`config.mk`:
```
export PLATFORM = sky130hd
export DESIGN_NAME = decode_issue_arbiter
export DESIGN_NICKNAME = d
export VERILOG_FILES = /design/src/rtl/decode_issue_arbiter.sv
export SDC_FILE = /design/constraint.sdc
export NUM_CORES = 2
export LEC_CHECK = 0
export ABC_AREA = 1
export CAP_MARGIN = 20
export CORE_MARGIN = 2
export CORE_UTILIZATION = 59
export CTS_CLUSTER_DIAMETER = 100
export CTS_CLUSTER_SIZE = 28
export DETAILED_ROUTE_END_ITERATION = 10
export HOLD_SLACK_MARGIN = 0.05
export PLACE_DENSITY = 0.78
export SYNTH_ARGS = -nofsm -noshare
export SYNTH_HDL_FRONTEND = slang
export SYNTH_SLANG_ARGS = --single-unit
```
`constraint.sdc`:
```
create_clock -name clock_i -period 11.65 [get_ports clock_i]
set_input_delay 1.165 -clock clock_i [delete_from_list [all_inputs] [get_ports clock_i]]
set_output_delay 1.165 -clock clock_i [all_outputs]
set_load 0.01 [all_outputs]
```
`src/rtl/decode_issue_arbiter.sv`:
```
// Merges per-decoder instruction streams into one issue stream: each port has a
// small FIFO, and a round-robin arbiter drains them into a registered output.
module decode_issue_arbiter #(
    parameter int numPorts                = 4,
    parameter int payloadWidth            = 96,
    parameter int instructionCounterWidth = 64,
    parameter int fifoDepth               = 4,
    parameter int portIdWidth             = 2
) (
    input  logic                                              clock_i,
    input  logic                                              reset_i,
    input  logic [numPorts-1:0]                               enable_i,
    input  logic [numPorts*payloadWidth-1:0]                  payload_i,
    input  logic [numPorts*instructionCounterWidth-1:0]       instMajId_i,
    output logic [numPorts-1:0]                               stall_o,
    input  logic                                              stall_i,
    output logic                                              enable_o,
    output logic [payloadWidth-1:0]                           payload_o,
    output logic [instructionCounterWidth-1:0]                instMajId_o,
    output logic [portIdWidth-1:0]                            portId_o,
    output logic [numPorts*($clog2(fifoDepth)+1)-1:0]         occupancy_o
);

    localparam int ptrWidth = $clog2(fifoDepth);
    localparam int cntWidth = ptrWidth + 1;

    logic [cntWidth-1:0]                count_q  [numPorts];
    logic [ptrWidth-1:0]                rd_ptr_q [numPorts];
    logic [ptrWidth-1:0]                wr_ptr_q [numPorts];
    logic [payloadWidth-1:0]            pay_mem  [numPorts][fifoDepth];
    logic [instructionCounterWidth-1:0] id_mem   [numPorts][fifoDepth];

    logic [portIdWidth-1:0] rr_ptr_q;
    logic [portIdWidth-1:0] rr_next;
    logic [portIdWidth-1:0] grant;
    logic [portIdWidth-1:0] scan_idx;
    logic                   grant_valid;
    logic [numPorts-1:0]    full;
    logic [numPorts-1:0]    push;
    logic [numPorts-1:0]    pop;

    // Stall depends only on the registered count, so a full FIFO never passes
    // a same-cycle push through even when it is being popped.
    always_comb begin
        full        = '0;
        push        = '0;
        occupancy_o = '0;
        for (int p = 0; p < numPorts; p++) begin
            full[p] = (count_q[p] == cntWidth'(fifoDepth));
            push[p] = enable_i[p] && !full[p];
            occupancy_o[p*cntWidth +: cntWidth] = count_q[p];
        end
    end

    assign stall_o = full;

    always_comb begin
        grant       = '0;
        grant_valid = 1'b0;
        scan_idx    = '0;
        pop         = '0;
        for (int i = 0; i < numPorts; i++) begin
            scan_idx = portIdWidth'((int'(rr_ptr_q) + i) % numPorts);
            if (!grant_valid && (count_q[scan_idx] != '0)) begin
                grant_valid = 1'b1;
                grant       = scan_idx;
            end
        end
        rr_next = portIdWidth'((int'(grant) + 1) % numPorts);
        if (!stall_i && grant_valid) begin
            pop[grant] = 1'b1;
        end
    end

    always_ff @(posedge clock_i) begin
        if (reset_i) begin
            for (int p = 0; p < numPorts; p++) begin
                count_q[p]  <= '0;
                rd_ptr_q[p] <= '0;
                wr_ptr_q[p] <= '0;
            end
        end else begin
            for (int p = 0; p < numPorts; p++) begin
                if (push[p]) begin
                    wr_ptr_q[p] <= wr_ptr_q[p] + ptrWidth'(1);
                end
                if (pop[p]) begin
                    rd_ptr_q[p] <= rd_ptr_q[p] + ptrWidth'(1);
                end
                if (push[p] && !pop[p]) begin
                    count_q[p] <= count_q[p] + cntWidth'(1);
                end else if (!push[p] && pop[p]) begin
                    count_q[p] <= count_q[p] - cntWidth'(1);
                end
            end
        end
    end

    // Storage carries no reset; the pointers alone define which entries are live.
    always_ff @(posedge clock_i) begin
        for (int p = 0; p < numPorts; p++) begin
            if (!reset_i && push[p]) begin
                pay_mem[p][wr_ptr_q[p]] <= payload_i[p*payloadWidth +: payloadWidth];
                id_mem[p][wr_ptr_q[p]]  <= instMajId_i[p*instructionCounterWidth +: instructionCounterWidth];
            end
        end
    end

    always_ff @(posedge clock_i) begin
        if (reset_i) begin
            enable_o    <= 1'b0;
            payload_o   <= '0;
            instMajId_o <= '0;
            portId_o    <= '0;
            rr_ptr_q    <= '0;
        end else if (!stall_i) begin
            if (grant_valid) begin
                enable_o    <= 1'b1;
                payload_o   <= pay_mem[grant][rd_ptr_q[grant]];
                instMajId_o <= id_mem[grant][rd_ptr_q[grant]];
                portId_o    <= grant;
                rr_ptr_q    <= rr_next;
            end else begin
                enable_o <= 1'b0;
            end
        end
    end

endmodule
```
# After elaboration in Yosys (flattened, before gate mapping)
# Memory sizes are Yosys's and may differ from the RTL's. A register that Yosys moved wholly into a read port is not among the register bits.
# Cells that the tools add are included.
# W data, S select, Z words.
[word_totals]
reg_bits = 165
latch_bits = 0
mem_bits_rw = 2588
rom_bits = 0
output_inout_bits = 179
word_cells = 232
mem_count = 5
[mem_list]
columns = ["name", "depth", "word_bits", "rd", "rd_clocked_by_memory_dff", "wr", "line_no", "rtl"]
rows = [
  ["pay_mem", 4, 384, 1, 0, 4, "30", "logic [payloadWidth-1:0] pay_mem [numPorts][fifoDepth];"],
  ["id_mem", 4, 256, 1, 0, 4, "31", "logic [instructionCounterWidth-1:0] id_mem [numPorts][fifoDepth];"],
  ["count_q", 4, 3, 8, 1, 4, "27", "logic [cntWidth-1:0] count_q [numPorts];"],
  ["rd_ptr_q", 4, 2, 5, 0, 4, "28", "logic [ptrWidth-1:0] rd_ptr_q [numPorts];"],
  ["wr_ptr_q", 4, 2, 4, 0, 4, "29", "logic [ptrWidth-1:0] wr_ptr_q [numPorts];"],
]
[op_classes]
add_sub_neg = 20
n_mul = 0
n_div = 0
n_lt_le_gt_ge = 11
eq_ne = 4
shift = 0
muxes = 118
bitwise_logic = 22
reduce_logical = 47
[op_table]
columns = ["cell", "n"]
rows = [
  ["$mux W384", 4],
  ["$mux W256", 4],
  ["$demux W96 S2", 4],
  ["$mux W96", 6],
  ["$demux W64 S2", 4],
  ["$mux W64", 6],
  ["$bmux W96 S2", 1],
  ["$bmux W64 S2", 1],
  ["$mux W1", 64],
  ["$mux W2", 14],
  ["$logic_and A1 B1 Y1", 25],
  ["$mux W3", 8],
  ["$add A2 B1 Y2 const B", 10],
  ["$logic_not A1 Y1", 17],
  ["$or A1 B1 Y1", 16],
  ["$ge A3 B3 Y1 const B", 5],
  ["$not A2 Y3", 5],
  ["$add A3 B1 Y3 const B", 4],
  ["$eq A3 B3 Y1 const B", 4],
  ["$lt A3 B1 Y1 const B", 4],
  ["$reduce_bool A3 Y1", 4],
  ["$sub A3 B1 Y3 const B", 4],
  ["$add A2 B2 Y2 const B", 2],
  ["$mux W4", 1],
  ["other kinds (5)", 5],
]

# Logic depth before layout (Yosys ltp)
[logic_depth]
depth_word = 23
mapped_depth = 25
ltp_nobuf = 20

# Worst setup path after synthesis
# Ideal clock, no wire load.
[synth_path]
kind = "input to register"
start = "input port reset_i"
end = "memory id_mem[2][0] (netlist name) (enable)"
setup_time_ns = 0.683
arrival_time_ns = 8.555
required_ns = 10.967
setup_slack_ns = 2.413
stages = 5
n_path_buf = 2
path_cell_list = "clkbuf_1 inv_1 clkbuf_1 nand2_1 nor2_1"
[synth_lines]
columns = ["item", "line_no", "rtl"]
rows = [
  ["start, declared", "11", "input logic reset_i,"],
  ["end, declared", "31", ""],
]

==> key figures <==
Status
  – Run status: finished, final reports clean

Timing
  – Setup repair after global routing missed its margin: no
  – Final clock period utilization by the worst path: around 60%
  – Final critical delay including setup and external delays: around 7.0 ns
  – TNS Setup: 0 ns
  – Count of final hold-check violations: 0
  – Worst max-slew margin expressed relative to the limit: 12.4%
  – Actual slew at the worst max-slew pin: approximately 1.3 ns
  – Setup violators final: 0
  – Maximum clock rate: between 100 and 150 MHz
  – Final number of max-transition violations: 0
  – Fin Clk Skew: 0.0465 ns

Global routing
  – GRT Overall Usage: roughly a third
  – Overall overflow remaining after global route: 0
  – First-pass GRT wire length: approximately 490,000 um
  – Maximum number of pins on one net before global-route repair: around 240
  – Via count of the first global-routing pass: between 70,000 and 80,000
  – Antenna violations before repair: between 150 and 200

Floorplanning
  – Horiz. Die Dim: ~440 um
  – Row Count: about 160
  – Starting density of the core: just under 60%
  – Vertical die dimension: approximately 440 um
  – Die footprint: ~200,000 um2
  – Count of pins on the block boundary: about 830
  – Core Region: 192,000 um2

Worst setup path
  – Cell type of the slowest stage on the worst timing path: sky130_fd_sc_hd__nand2_8
  – Ordered list of cells on the worst path: nor2_2, nand2_1, nand2_1, nand2_1, nor2_1, nor2_1, nor3_2, nand2_8, nand2_8, buf_4, buf_12, buf_4, nand2_1, nand3_1, nand2_1, nand2_1, nand3_1, nand3_1, nand2_1, inv_1
  – CP Class: register to register
  – Crit path required time: about 12 ns
  – Type of origin of the critical path: register
  – Crit path top cell by count: sky130_fd_sc_hd__nand2_1
  – Crit Path Max Fanout: 237
  – CP arrival: roughly 7.8 ns
  – Capturing element type of the critical path: register
  – Delay of the slowest cell on the worst path: between 0.9 and 1 ns

Clock tree
  – Register clock-pin slew on the reported worst setup and hold paths: roughly 0.11 ns
  – Number of setup buffers added after CTS: 0
  – Post-CTS Hold Buffers: 0
  – Buffer type at the clock tree root: sky130_fd_sc_hd__clkbuf_16
  – CTS H-Tree Depth: 3
  – TritonCTS clock tree: yes
  – Num CTS Buffers: approximately 110
  – CTS sink count: 2,755
  – # resized after CTS: 0
  – Clock insertion delay at the later pin of the skew report: just over 0.8 ns
  – CTS Buffer Depth: 3

Detailed routing
  – Total wirelength of the detailed-routed design: approximately 340,000 um
  – Highest signal layer in the routed design: met5
  – Routed length on met2: 160,000 um
  – Length of routed wiring on met1: 119,000 um
  – Initial DRT Pass Iterations: 9
  – Number of nets with antenna violations after routing: 0
  – Detailed route wirelength on metal3: 37,600 um
  – Detailed-route wire length per cell: about 26 um
  – Via count: ~81,000
  – Number of violations reported at the end of detailed-routing iteration 0: approximately 11,000
  – DR vias/cell: slightly above 6
  – Number of remaining DRC errors: 0

Synth
  – Most repeated cell in the gate-level netlist after synthesis: sky130_fd_sc_hd__nand3_1
  – Summed instance area of the synthesized netlist: approximately 110,000 um2
  – Synthesized-area fraction occupied by xor and xnor cells: less than 1%
  – Synth area leaders: sky130_fd_sc_hd__edfxtp_1 (68%), sky130_fd_sc_hd__nand3_1 (13%), sky130_fd_sc_hd__nand2_1 (9.2%), sky130_fd_sc_hd__dfxtp_1 (2.9%), sky130_fd_sc_hd__nor2_1 (1.3%)
  – Leading cell types by count after synthesis: sky130_fd_sc_hd__nand3_1 (3,057), sky130_fd_sc_hd__nand2_1 (2,777), sky130_fd_sc_hd__edfxtp_1 (2,588)
  – Synth Area in Compound Gates: less than 1%
  – Adder-cell area share of the yosys netlist: 0.306%
  – Average footprint of a synthesized cell: approximately 11 um2
  – Fraction of synthesized cell area taken by the top area cell type: about two thirds
  – Number of instances in the synthesized netlist: 10,000
  – Share of synthesized area occupied by flip-flops and latches: just over 70%
  – Most common flop cell mapped by yosys: sky130_fd_sc_hd__edfxtp_1
  – Simple-Gate Fraction of Synth Area: 24.0%
  – Count of flip-flops with a built-in enable after synthesis: 2,588
  – Synth async-reset ratio: 0%
  – Largest family of logic cells by synthesized area: simple AND/OR/NAND/NOR gates
  – Mux share of post-synthesis cell area: 0%
  – Yosys reg bits: between 2,000 and 3,000
  – Number of distinct library cell variants in the gate-level netlist after synthesis: 32
  – Synth Net Count: around 11,000
  – Synthesis warning total: 0
  – Dominant cell type by area after synthesis: sky130_fd_sc_hd__edfxtp_1

Final layout
  – Fillers: about 14,000
  – NumNets Final: 11,000
  – Flip-flop and latch area: 81,100 um2
  – Final core utilization: between 60% and 70%
  – Layout cell share with drive strength beyond 1: around 2.7%
  – Area growth from synthesis to layout: 11.0%
  – Area occupied by multi-input gates: 28,000 um2

Hold path
  – Path class of the lowest-slack min-delay path: register to register

Placement
  – Hpwl dp: 189,000 um
  – Number of buffers added on ports: between 800 and 900
  – Gpl congestion: 0.893

Flow run
  – Max Cap Violations: 0
-- cell type report --
cell class              instances  share of cell area (%)
inverters                     231                   0.704
flip-flops and latches       2755                    64.2
multi-input cells            6293                    22.2
clock buffers                 190                    2.47
diodes                        137                   0.271
repair buffers                944                    7.56
well taps                    2526                    2.50
clock inverters                11                   0.123
-- worst max-delay path: cells and delay by family, from the launching register on --
kind	cells	cell delay (ns)
buf+inv	4	2.29
flops	1	0.47
simple gates	16	3.49
-- path summary, 6_finish.rpt --
path	from	end	slack [ns]	cells after the start
max	count_q[0][0]	payload_o[26]	4.63	20
min	enable_o	enable_o	0.47	2
max reg2reg	count_q[0][0]	payload_o[26]	4.63	20
min reg2reg	enable_o	enable_o	0.47	2
-- stage by stage --
stage | setup slack, ns | hold WS (ns) | cells | area (um2)
2_1_floorplan | 2.41 | 0.481 | 10000 | 114000
3_3_place_gp | 4.85 | 0.452 | 12700 | 122000
3_5_place_dp | 4.62 | 0.456 | 12700 | 123000
4_1_cts | 4.59 | 0.471 | 12900 | 126000
5_1_grt | 4.08 | 0.505 | 13100 | 126000
6_report | 4.63 | 0.467 | 13100 | 126000
-- cells by family after synthesis --
| group | Yosys count |
|---|---|
| adders and majority gates | 26 |
| AOI/OAI and AO/OA | 23 |
| buffers and inverters | 961 |
| and+or+nand+nor | 6236 |
| DFF | 2755 |
| xor gates and xnor gates | 8 |
-- cell usage in the layout, fill, tap and decap left out, types with 9 or more instances in the layout --
master / n
sky130_fd_sc_hd__dfxtp_1: 167
sky130_fd_sc_hd__clkbuf_16: 113
sky130_fd_sc_hd__buf_4: 91
sky130_fd_sc_hd__nand2_1: 2775
sky130_fd_sc_hd__diode_2: 137
sky130_fd_sc_hd__edfxtp_1: 2588
sky130_fd_sc_hd__buf_12: 22
sky130_fd_sc_hd__nand3_1: 3057
sky130_fd_sc_hd__ha_1: 23
sky130_fd_sc_hd__inv_1: 226
sky130_fd_sc_hd__a21oi_1: 9
sky130_fd_sc_hd__nor2_1: 370
sky130_fd_sc_hd__nor2_4: 16
sky130_fd_sc_hd__clkbuf_1: 77
sky130_fd_sc_hd__clkdlybuf4s50_1: 824
-- metal layers --
layer	global-route usage (%)	up-vias
li1	-	35800
met1	43.0	39300
met2	53.1	5352
met3	6.49	925
met4	23.1	78
met5	0	-
-- registers in the layout, indices dropped and copies added (netlist names), named ones only --
name	count
payload_o	96
count_q	12
wr_ptr_q	8
enable_o	1
rd_ptr_q	8
portId_o	2
instMajId_o	64
pay_mem	1536
rr_ptr_q	2
id_mem	1024
Power is left out: the tool's default activity adds up to more than one toggle a clock period on the data nets, which glitch-free logic cannot reach.
